`src/rtl/per_bus_master.sv`:
```
// Host-to-peripheral bus bridge: turns one host request into a single registered peripheral
// access strobe and returns a formatted response with a fixed, parameterised read latency.
module per_bus_master #(
   parameter int unsigned RD_LAT = 0
) (
   input  logic        mclk,
   input  logic        puc,
   input  logic        req_valid,
   output logic        req_ready,
   input  logic [8:0]  req_addr,
   input  logic        req_wr,
   input  logic        req_byte,
   input  logic [15:0] req_wdata,
   output logic        rsp_valid,
   input  logic        rsp_ready,
   output logic [15:0] rsp_rdata,
   output logic        rsp_err,
   output logic [7:0]  per_addr,
   output logic [15:0] per_din,
   output logic        per_en,
   output logic [1:0]  per_wen,
   input  logic [15:0] per_dout
);

   typedef enum logic [1:0] {StIdle, StAccess, StLat, StResp} state_e;

   // Value of the LAT counter in the cycle where per_dout is sampled.
   localparam logic [1:0] LatLast = (RD_LAT == 0) ? 2'd0 : 2'(RD_LAT - 1);

   state_e      state_q, state_d;
   logic        odd_q, odd_d;
   logic        wr_q, wr_d;
   logic        byte_q, byte_d;
   logic        err_q, err_d;
   logic [1:0]  cnt_q, cnt_d;
   logic        per_en_q, per_en_d;
   logic [1:0]  per_wen_q, per_wen_d;
   logic [7:0]  per_addr_q, per_addr_d;
   logic [15:0] per_din_q, per_din_d;
   logic        rsp_valid_q, rsp_valid_d;
   logic [15:0] rsp_rdata_q, rsp_rdata_d;
   logic        rsp_err_q, rsp_err_d;
   logic        misaligned;

   function automatic logic [15:0] fmt_rdata(input logic [15:0] s, input logic b,
                                             input logic odd);
      if (!b) begin
         return s;
      end else if (odd) begin
         return {8'h00, s[15:8]};
      end
      return {8'h00, s[7:0]};
   endfunction

   assign misaligned = !req_byte && req_addr[0];
   assign req_ready  = (state_q == StIdle) && !puc;

   always_comb begin
      state_d     = state_q;
      odd_d       = odd_q;
      wr_d        = wr_q;
      byte_d      = byte_q;
      err_d       = err_q;
      cnt_d       = cnt_q;
      per_en_d    = 1'b0;
      per_wen_d   = 2'b00;
      per_addr_d  = 8'h00;
      per_din_d   = 16'h0000;
      rsp_valid_d = rsp_valid_q;
      rsp_rdata_d = rsp_rdata_q;
      rsp_err_d   = rsp_err_q;

      unique case (state_q)
         StIdle: begin
            if (req_valid && req_ready) begin
               state_d = StAccess;
               odd_d   = req_addr[0];
               wr_d    = req_wr;
               byte_d  = req_byte;
               err_d   = misaligned;
               // A misaligned word access still passes through ACCESS but never strobes.
               if (!misaligned) begin
                  per_en_d   = 1'b1;
                  per_addr_d = req_addr[8:1];
                  if (req_wr) begin
                     if (!req_byte) begin
                        per_wen_d = 2'b11;
                        per_din_d = req_wdata;
                     end else begin
                        per_wen_d = req_addr[0] ? 2'b10 : 2'b01;
                        per_din_d = {req_wdata[7:0], req_wdata[7:0]};
                     end
                  end
               end
            end
         end
         StAccess: begin
            if (err_q || wr_q) begin
               state_d     = StResp;
               rsp_valid_d = 1'b1;
               rsp_err_d   = err_q;
               rsp_rdata_d = 16'h0000;
            end else if (RD_LAT == 0) begin
               state_d     = StResp;
               rsp_valid_d = 1'b1;
               rsp_rdata_d = fmt_rdata(per_dout, byte_q, odd_q);
            end else begin
               state_d = StLat;
               cnt_d   = 2'd0;
            end
         end
         StLat: begin
            if (cnt_q == LatLast) begin
               state_d     = StResp;
               cnt_d       = 2'd0;
               rsp_valid_d = 1'b1;
               rsp_rdata_d = fmt_rdata(per_dout, byte_q, odd_q);
            end else begin
               cnt_d = cnt_q + 2'd1;
            end
         end
         StResp: begin
            if (rsp_ready) begin
               state_d     = StIdle;
               rsp_valid_d = 1'b0;
               rsp_rdata_d = 16'h0000;
               rsp_err_d   = 1'b0;
            end
         end
         default: state_d = StIdle;
      endcase
   end

   always_ff @(posedge mclk or posedge puc) begin
      if (puc) begin
         state_q     <= StIdle;
         odd_q       <= 1'b0;
         wr_q        <= 1'b0;
         byte_q      <= 1'b0;
         err_q       <= 1'b0;
         cnt_q       <= 2'd0;
         per_en_q    <= 1'b0;
         per_wen_q   <= 2'b00;
         per_addr_q  <= 8'h00;
         per_din_q   <= 16'h0000;
         rsp_valid_q <= 1'b0;
         rsp_rdata_q <= 16'h0000;
         rsp_err_q   <= 1'b0;
      end else begin
         state_q     <= state_d;
         odd_q       <= odd_d;
         wr_q        <= wr_d;
         byte_q      <= byte_d;
         err_q       <= err_d;
         cnt_q       <= cnt_d;
         per_en_q    <= per_en_d;
         per_wen_q   <= per_wen_d;
         per_addr_q  <= per_addr_d;
         per_din_q   <= per_din_d;
         rsp_valid_q <= rsp_valid_d;
         rsp_rdata_q <= rsp_rdata_d;
         rsp_err_q   <= rsp_err_d;
      end
   end

   assign per_en    = per_en_q;
   assign per_wen   = per_wen_q;
   assign per_addr  = per_addr_q;
   assign per_din   = per_din_q;
   assign rsp_valid = rsp_valid_q;
   assign rsp_rdata = rsp_rdata_q;
   assign rsp_err   = rsp_err_q;

endmodule
```
`config.mk`:
```
export PLATFORM = sky130hd
export DESIGN_NAME = per_bus_master
export DESIGN_NICKNAME = d
export VERILOG_FILES = /design/src/rtl/per_bus_master.sv
export SDC_FILE = /design/constraint.sdc
export NUM_CORES = 1
export LEC_CHECK = 0
export BUFFER_PORTS_ARGS = -buffer_cell sky130_fd_sc_hd__buf_2
export CORE_MARGIN = 2
export CORE_UTILIZATION = 40
export CTS_CLUSTER_DIAMETER = 80
export DETAILED_ROUTE_END_ITERATION = 16
export PLACE_DENSITY = 0.68
export RECOVER_POWER = 25
export SYNTH_ARGS = -nofsm -noshare
export SYNTH_HDL_FRONTEND = slang
export SYNTH_SLANG_ARGS = --single-unit
```
`constraint.sdc`:
```
create_clock -name mclk -period 1.9 [get_ports mclk]
set_input_delay 0.19 -clock mclk [delete_from_list [all_inputs] [get_ports mclk]]
set_output_delay 0.19 -clock mclk [all_outputs]
set_load 0.02 [all_outputs]
```
==> flow_summary.toml, run 1 <==
[status]
status = "finished, final reports clean"

[critical_path]
worst_path_largest_cell_delay_ns = 0.51
start_kind = "flip-flop"
critical-path-slowest-cell = "a2111o_1"
crit_path_end_kind = "flip-flop"
crit_type = "flip-flop to flip-flop"
arrival_ns = 2.01
crit_path_cell_trace = "ha_1 -> or3_1 -> a2111o_1 -> o2bb2ai_1"
cp_max_fo = 8
cp.required_ns = 2.12

[global_routing]
grt_pass1_vias = 1771
grt_usage_pct = 16.8
antenna_found_initial = 0
grt_pass1_wl_mm = 8.11
grt_max_degree = 35
grt_overflow = 0

[clock_network]
cts.path.max_buffers = 2
clock_sinks = 53
clk_latency_ns = 0.30
cts_root_buffer = "clkbuf_8"
htree_levels = 2
clk_pin_slew_ns = 0.09
numCtsBuffers = 5
cts_tree = "built"

[floorplanning]
dieWidth_um = 78.7
coreArea_mm2 = 0.00544
num_io_pins = 93
die_h_um = 78.7
start_util_pct = 41.1
rows = 27
dieArea_mm2 = 0.00620

[finish]
fin_nets = 338
areaGrowthSynthToFinish_pct = 30.3
fillers = 511
drive_gt1_share_pct = 33.1
antenna_cells = 0

[synthesis]
postSynthCellCount = 185
synth_cell_type_count = 27
synth.most_common_cell = "dfrtp_1"
yosysSeqAreaShare_pct = 59.4
yosysTopAreaCellShare_pct = 59.4
yosysWarnings = 0
synth_area_mm2 = 0.00223
syn_avg_cell_area_um2 = 12.1
ys_top_cells_by_area = "dfrtp_1 (59%), mux2i_1 (8.1%), and2_1 (4.5%)"
ys_seq_elements = 53
synth_common_cells = "dfrtp_1 (53), mux2i_1 (18), and2_1 (16), o21ai_0 (13), inv_1 (10)"
async_flop_share_pct = 100
synth-main-ff-cell = "dfrtp_1"
synth_edf_count = 0
synth_top_area_cell = "dfrtp_1"
postSynthNetCount = 239

[hold_path]
hold_class = "input port to flip-flop"

[detailed_routing]
drtAntennaViolNets = 0
drtPass1Iterations = 4
wl_per_cell_um = 13.3
drt_iter0_drc = 61
vias = 1742
drc = 0
drt-vias-per-instance = 4.89
wirelength_mm = 4.73

[sta]
fin_crit_sh_pct = 94.4
max-slew-margin-rel_pct = 46.9
rsz0062_at_grt = "false"
fin_crit_ns = 1.79
maxSlewViolCount = 0
setup_violations = 0
worst_pin_slew_ns = 0.796
setup_tns_ns = 0
max_freq_ghz = 0.557
hold_viol_final = 0
fin_skew_ns = 0.00560

[placed_design]
dpl.hpwl_mm = 3.63
globalplace.congestion = 0.728
io_buffers = 92

[pwr]
power.total_w = 0.00369
cellLeakagePower_nw = 1.59
power_density_mw_per_mm2 = 1270
peakVddDrop_mv = 0.503

[run]
max_cap_viol_count = 0
timing repair:
item,4_1_cts,5_1_grt
resized for setup,0,1
endpoints found under the hold margin,19,0
setup buffers,0,0
setup endpoints to repair,0,17
hold buffers,1,0
registers in the layout (all words and copies together), names as in the netlist:
register / count
state_q: 2
per_addr: 8
per_en: 1
err_q: 1
rsp_valid: 1
per_din: 16
rsp_rdata: 16
odd_q: 1
rsp_err: 1
wr_q: 1
per_wen: 2
cnt_q: 2
byte_q: 1
layout make-up:
cell class | count | area, um2 | area share [%]
well taps | 72 | 90.1 | 3.09
clock buffers | 5 | 68.8 | 2.36
flip-flops and latches | 53 | 1330 | 45.6
repair buffers | 101 | 520 | 17.9
inverters | 10 | 37.5 | 1.29
clock inverters | 2 | 35.0 | 1.20
multi-input cells | 113 | 833 | 28.6
worst paths after layout:
kind	start	to	slack (ns)	cells after the start
max in group asynchronous	puc	per_din[15]	0.67	4
max reg2reg	state_q[0]	rsp_rdata[3]	0.11	4
min	req_addr[0]	per_wen[0]	0.06	2
min in group asynchronous	puc	per_addr[2]	0.59	3
min reg2reg	rsp_rdata[1]	rsp_rdata[1]	0.49	1
max	state_q[0]	rsp_rdata[3]	0.11	4
layer usage:
metal	part of all wire [%]	wire length [um]	global-route usage, %	vias to the layer above
li1	-	-	-	844
met1	44	2070	22.4	815
met2	44	2060	25.0	78
met3	11	537	6.93	5
met4	1.2	59	5.26	0
met5	0	0	0	-
per-stage QoR:
step	worst slack (ns)	util (%)	instances	hold WS [ns]	area, um2
6_report	0.106	53.5	356	0.0588	2910
5_1_grt	0.00238	53.5	356	0.0665	2910
4_1_cts	0.0310	53.9	356	0.0485	2930
3_5_place_dp	0.0461	51.8	348	0.241	2820
3_3_place_gp	0.105	51.8	348	0.232	2820
2_1_floorplan	0.142	-	185	0.261	2230
power breakdown:
part           leakage [nW]  total (W)  internal, W  switching, W
clock                0.0540   0.000725     0.000383      0.000342
sequential            0.714    0.00157      0.00139      0.000171
combinational         0.820    0.00140     0.000547      0.000848
worst max-delay path: cells and delay by family, from the launching register on:
kind / cells / cell delay (ns)
compound gates: 2 / 0.71
simple gates: 1 / 0.33
flops: 1 / 0.42
fa+ha+maj: 1 / 0.26
kinds of logic after synthesis:
family	synth area share, %
adder cells (fa/ha/maj)	3.92
AND/OR/NAND/NOR	10.4
buffers and inverters	3.58
multiplexers	9.07
flip-flops	59.4
AO/OA/AOI/OAI	13.7
cells in the final DEF (no fill, tap or decap), drive strengths merged, types with 3 or more instances in the layout:
master,n
mux2i,18
buf,82
and2,16
o2bb2ai,8
nand2,5
o211ai,8
clkbuf,23
nor3,3
or3,3
o31ai,9
ha,7
nor2,9
inv,10
dfrtp,53
o21ai,15
Note: power is estimated with default switching activity, not from simulation.
==> run 2: changes to the inputs <==
Settings changed: REMOVE_ABC_BUFFERS set to 1.
==> run 2 against run 1 <==
  * Clock skew decreased by 0.0032 ns
  * Sequential power about the same
  * Critical endpoint is now state_q[1]
  * Worst setup slack worse by 0.00064 ns
  * Final cell count grew 1.1%
  * Power up 0.23%
  * Worst hold slack improved by 0.0078 ns
  * Die area is the same
==> flow_summary.toml, run 2 (synthesized netlist as in run 1, its figures left out) <==
[placed_design]
dpl.cell_count = 349
dpl-instance-area_mm2 = 0.00282
io_buffers = 92
globalplace.congestion = 0.751
dpl.hpwl_mm = 3.68
dp_worst_setup_slack_ns = 0.0417

[global_routing]
grt_overflow = 0
grt_pass1_vias = 1801
grt_max_degree = 45
grt_pass1_wl_mm = 8.13
antenna_found_initial = 0
grt_usage_pct = 16.9

[finish]
instances_no_fill = 360
utilization_pct = 54.5
mostFrequentLayoutCells = "buf_2 (91), dfrtp_1 (53), mux2i_1 (18), and2_1 (16), o21ai_0 (13)"
antenna_cells = 0
multi_input_area_um2 = 865
drive_gt1_share_pct = 41.7
stdcell_area_mm2 = 0.00296
areaGrowthSynthToFinish_pct = 32.5
fillers = 503
regArea_mm2 = 0.00133
fin_nets = 341
final_common_cell = "buf_2"

[critical_path]
crit_type = "flip-flop to flip-flop"
rr_startpoint = "state_q[0]"
regToRegSetupSlack_ns = 0.11
arrival_ns = 1.99
crit_end = "state_q[1]"
r2r.worst_path.cells = 5
cp.required_ns = 2.09
start_kind = "flip-flop"
r2r-end = "state_q[1]"
cp_max_fo = 5
critPathLaunch = "state_q[0]"
crit_path_end_kind = "flip-flop"

[pwr]
power_density_mw_per_mm2 = 1250
combPwrFrac_pct = 40.6
peakVddDrop_mv = 0.510
cellLeakagePower_nw = 1.67
swShare_pct = 38.6
internal_power_w = 0.00227
p_seq_share_pct = 42.6
p_switching_w = 0.00143
clkPwrFrac_pct = 16.8

[clock_network]
clk_latency_ns = 0.30
clock_sinks = 53
clk_pin_slew_ns = 0.09
cts_root_buffer = "clkbuf_8"
cts.path.max_buffers = 2
htree_levels = 2
numCtsBuffers = 5
cts_tree = "built"

[sta]
whs_ns = 0.0666
hold_viol_final = 0
fin_crit_ns = 1.79
max-slew-margin-rel_pct = 60.9
maxSlewViolCount = 0
fin_crit_sh_pct = 94.5
fin_skew_ns = 0.00244
setup_ws_ns = 0.105
max_freq_ghz = 0.557
rsz0062_at_grt = "false"
worst_pin_slew_ns = 0.587
setup_violations = 0

[run]
max_cap_viol_count = 0

[hold_path]
hold_class = "input port to flip-flop"

[floorplanning]
num_io_pins = 93
coreArea_mm2 = 0.00544
die_h_um = 78.7
rows = 27
dieWidth_um = 78.7
start_util_pct = 41.1
dieArea_mm2 = 0.00620

[detailed_routing]
drtAntennaViolNets = 0
drt_iter0_drc = 58
vias = 1744
drt-vias-per-instance = 4.84
wl_per_cell_um = 13.7
drtPass1Iterations = 4
wirelength_mm = 4.92
drc = 0

[status]
status = "finished, final reports clean"
## run 2: power by group through the flow
| stage | combinational [W] | clock, W | sequential [W] |
|---|---|---|---|
| 6_report | 0.00150 | 0.000620 | 0.00157 |
| 5_1_grt | 0.00166 | 0.000693 | 0.00160 |
| 4_1_cts | 0.00142 | 0.000639 | 0.00157 |
| 3_5_place_dp | 0.00142 | 0 | 0.00159 |
| 3_3_place_gp | 0.00138 | 0 | 0.00159 |
| 2_1_floorplan | 0.000659 | 0 | 0.00181 |
## run 2: critical path, stage by stage (launching register included)
cell	delay (ns)
dfrtp_1	0.41
inv_1	0.11
ha_1	0.28
nand3b_1	0.21
a211oi_2	0.32
mux2_2	0.37
## run 2: how the worst min path moves through the flow
stage                startpoint     endpoint  depth (start not counted)
global route        req_addr[0]   per_wen[0]                          2
CTS                 req_addr[0]   per_wen[0]                          2
detailed placement          puc  per_addr[2]                          2
global placement            puc  per_addr[2]                          2
floorplan           req_addr[0]   per_wen[0]                          1
finish              req_addr[0]   per_wen[0]                          2
## run 2: area by class of cell
| type | instances | share of cell area (%) |
|---|---|---|
| repair buffers | 104 | 18.8 |
| clock inverters | 2 | 0.507 |
| inverters | 10 | 1.27 |
| flip-flops and latches | 53 | 44.8 |
| multi-input cells | 113 | 29.2 |
| well taps | 72 | 3.04 |
| clock buffers | 6 | 2.45 |
## run 2: timing repair
action	CTS	global route
setup endpoints to repair	0	27
hold buffers	1	0
buffers inserted	0	2
endpoints found under the hold margin	9	0
resized for setup	0	8
## run 2: routing by layer
layer | track usage, % | vias to the layer above | wire length [um] | share of wire, %
met5 | 0 | - | 0 | 0
met3 | 6.48 | 8 | 450 | 9.2
li1 | - | 847 | - | -
met1 | 21.1 | 822 | 2030 | 41
met2 | 27.4 | 67 | 2370 | 48
met4 | 4.74 | 0 | 68 | 1.4
## run 2: per-stage QoR
| step | setup TNS (ns) | power [W] |
|---|---|---|
| after global routing | 0 | 0.00395 |
| after global placement | 0 | 0.00297 |
| final | 0 | 0.00369 |
| after detailed placement | 0 | 0.00301 |
| after floorplan | -0.0523 | 0.00247 |
| after CTS | 0 | 0.00363 |
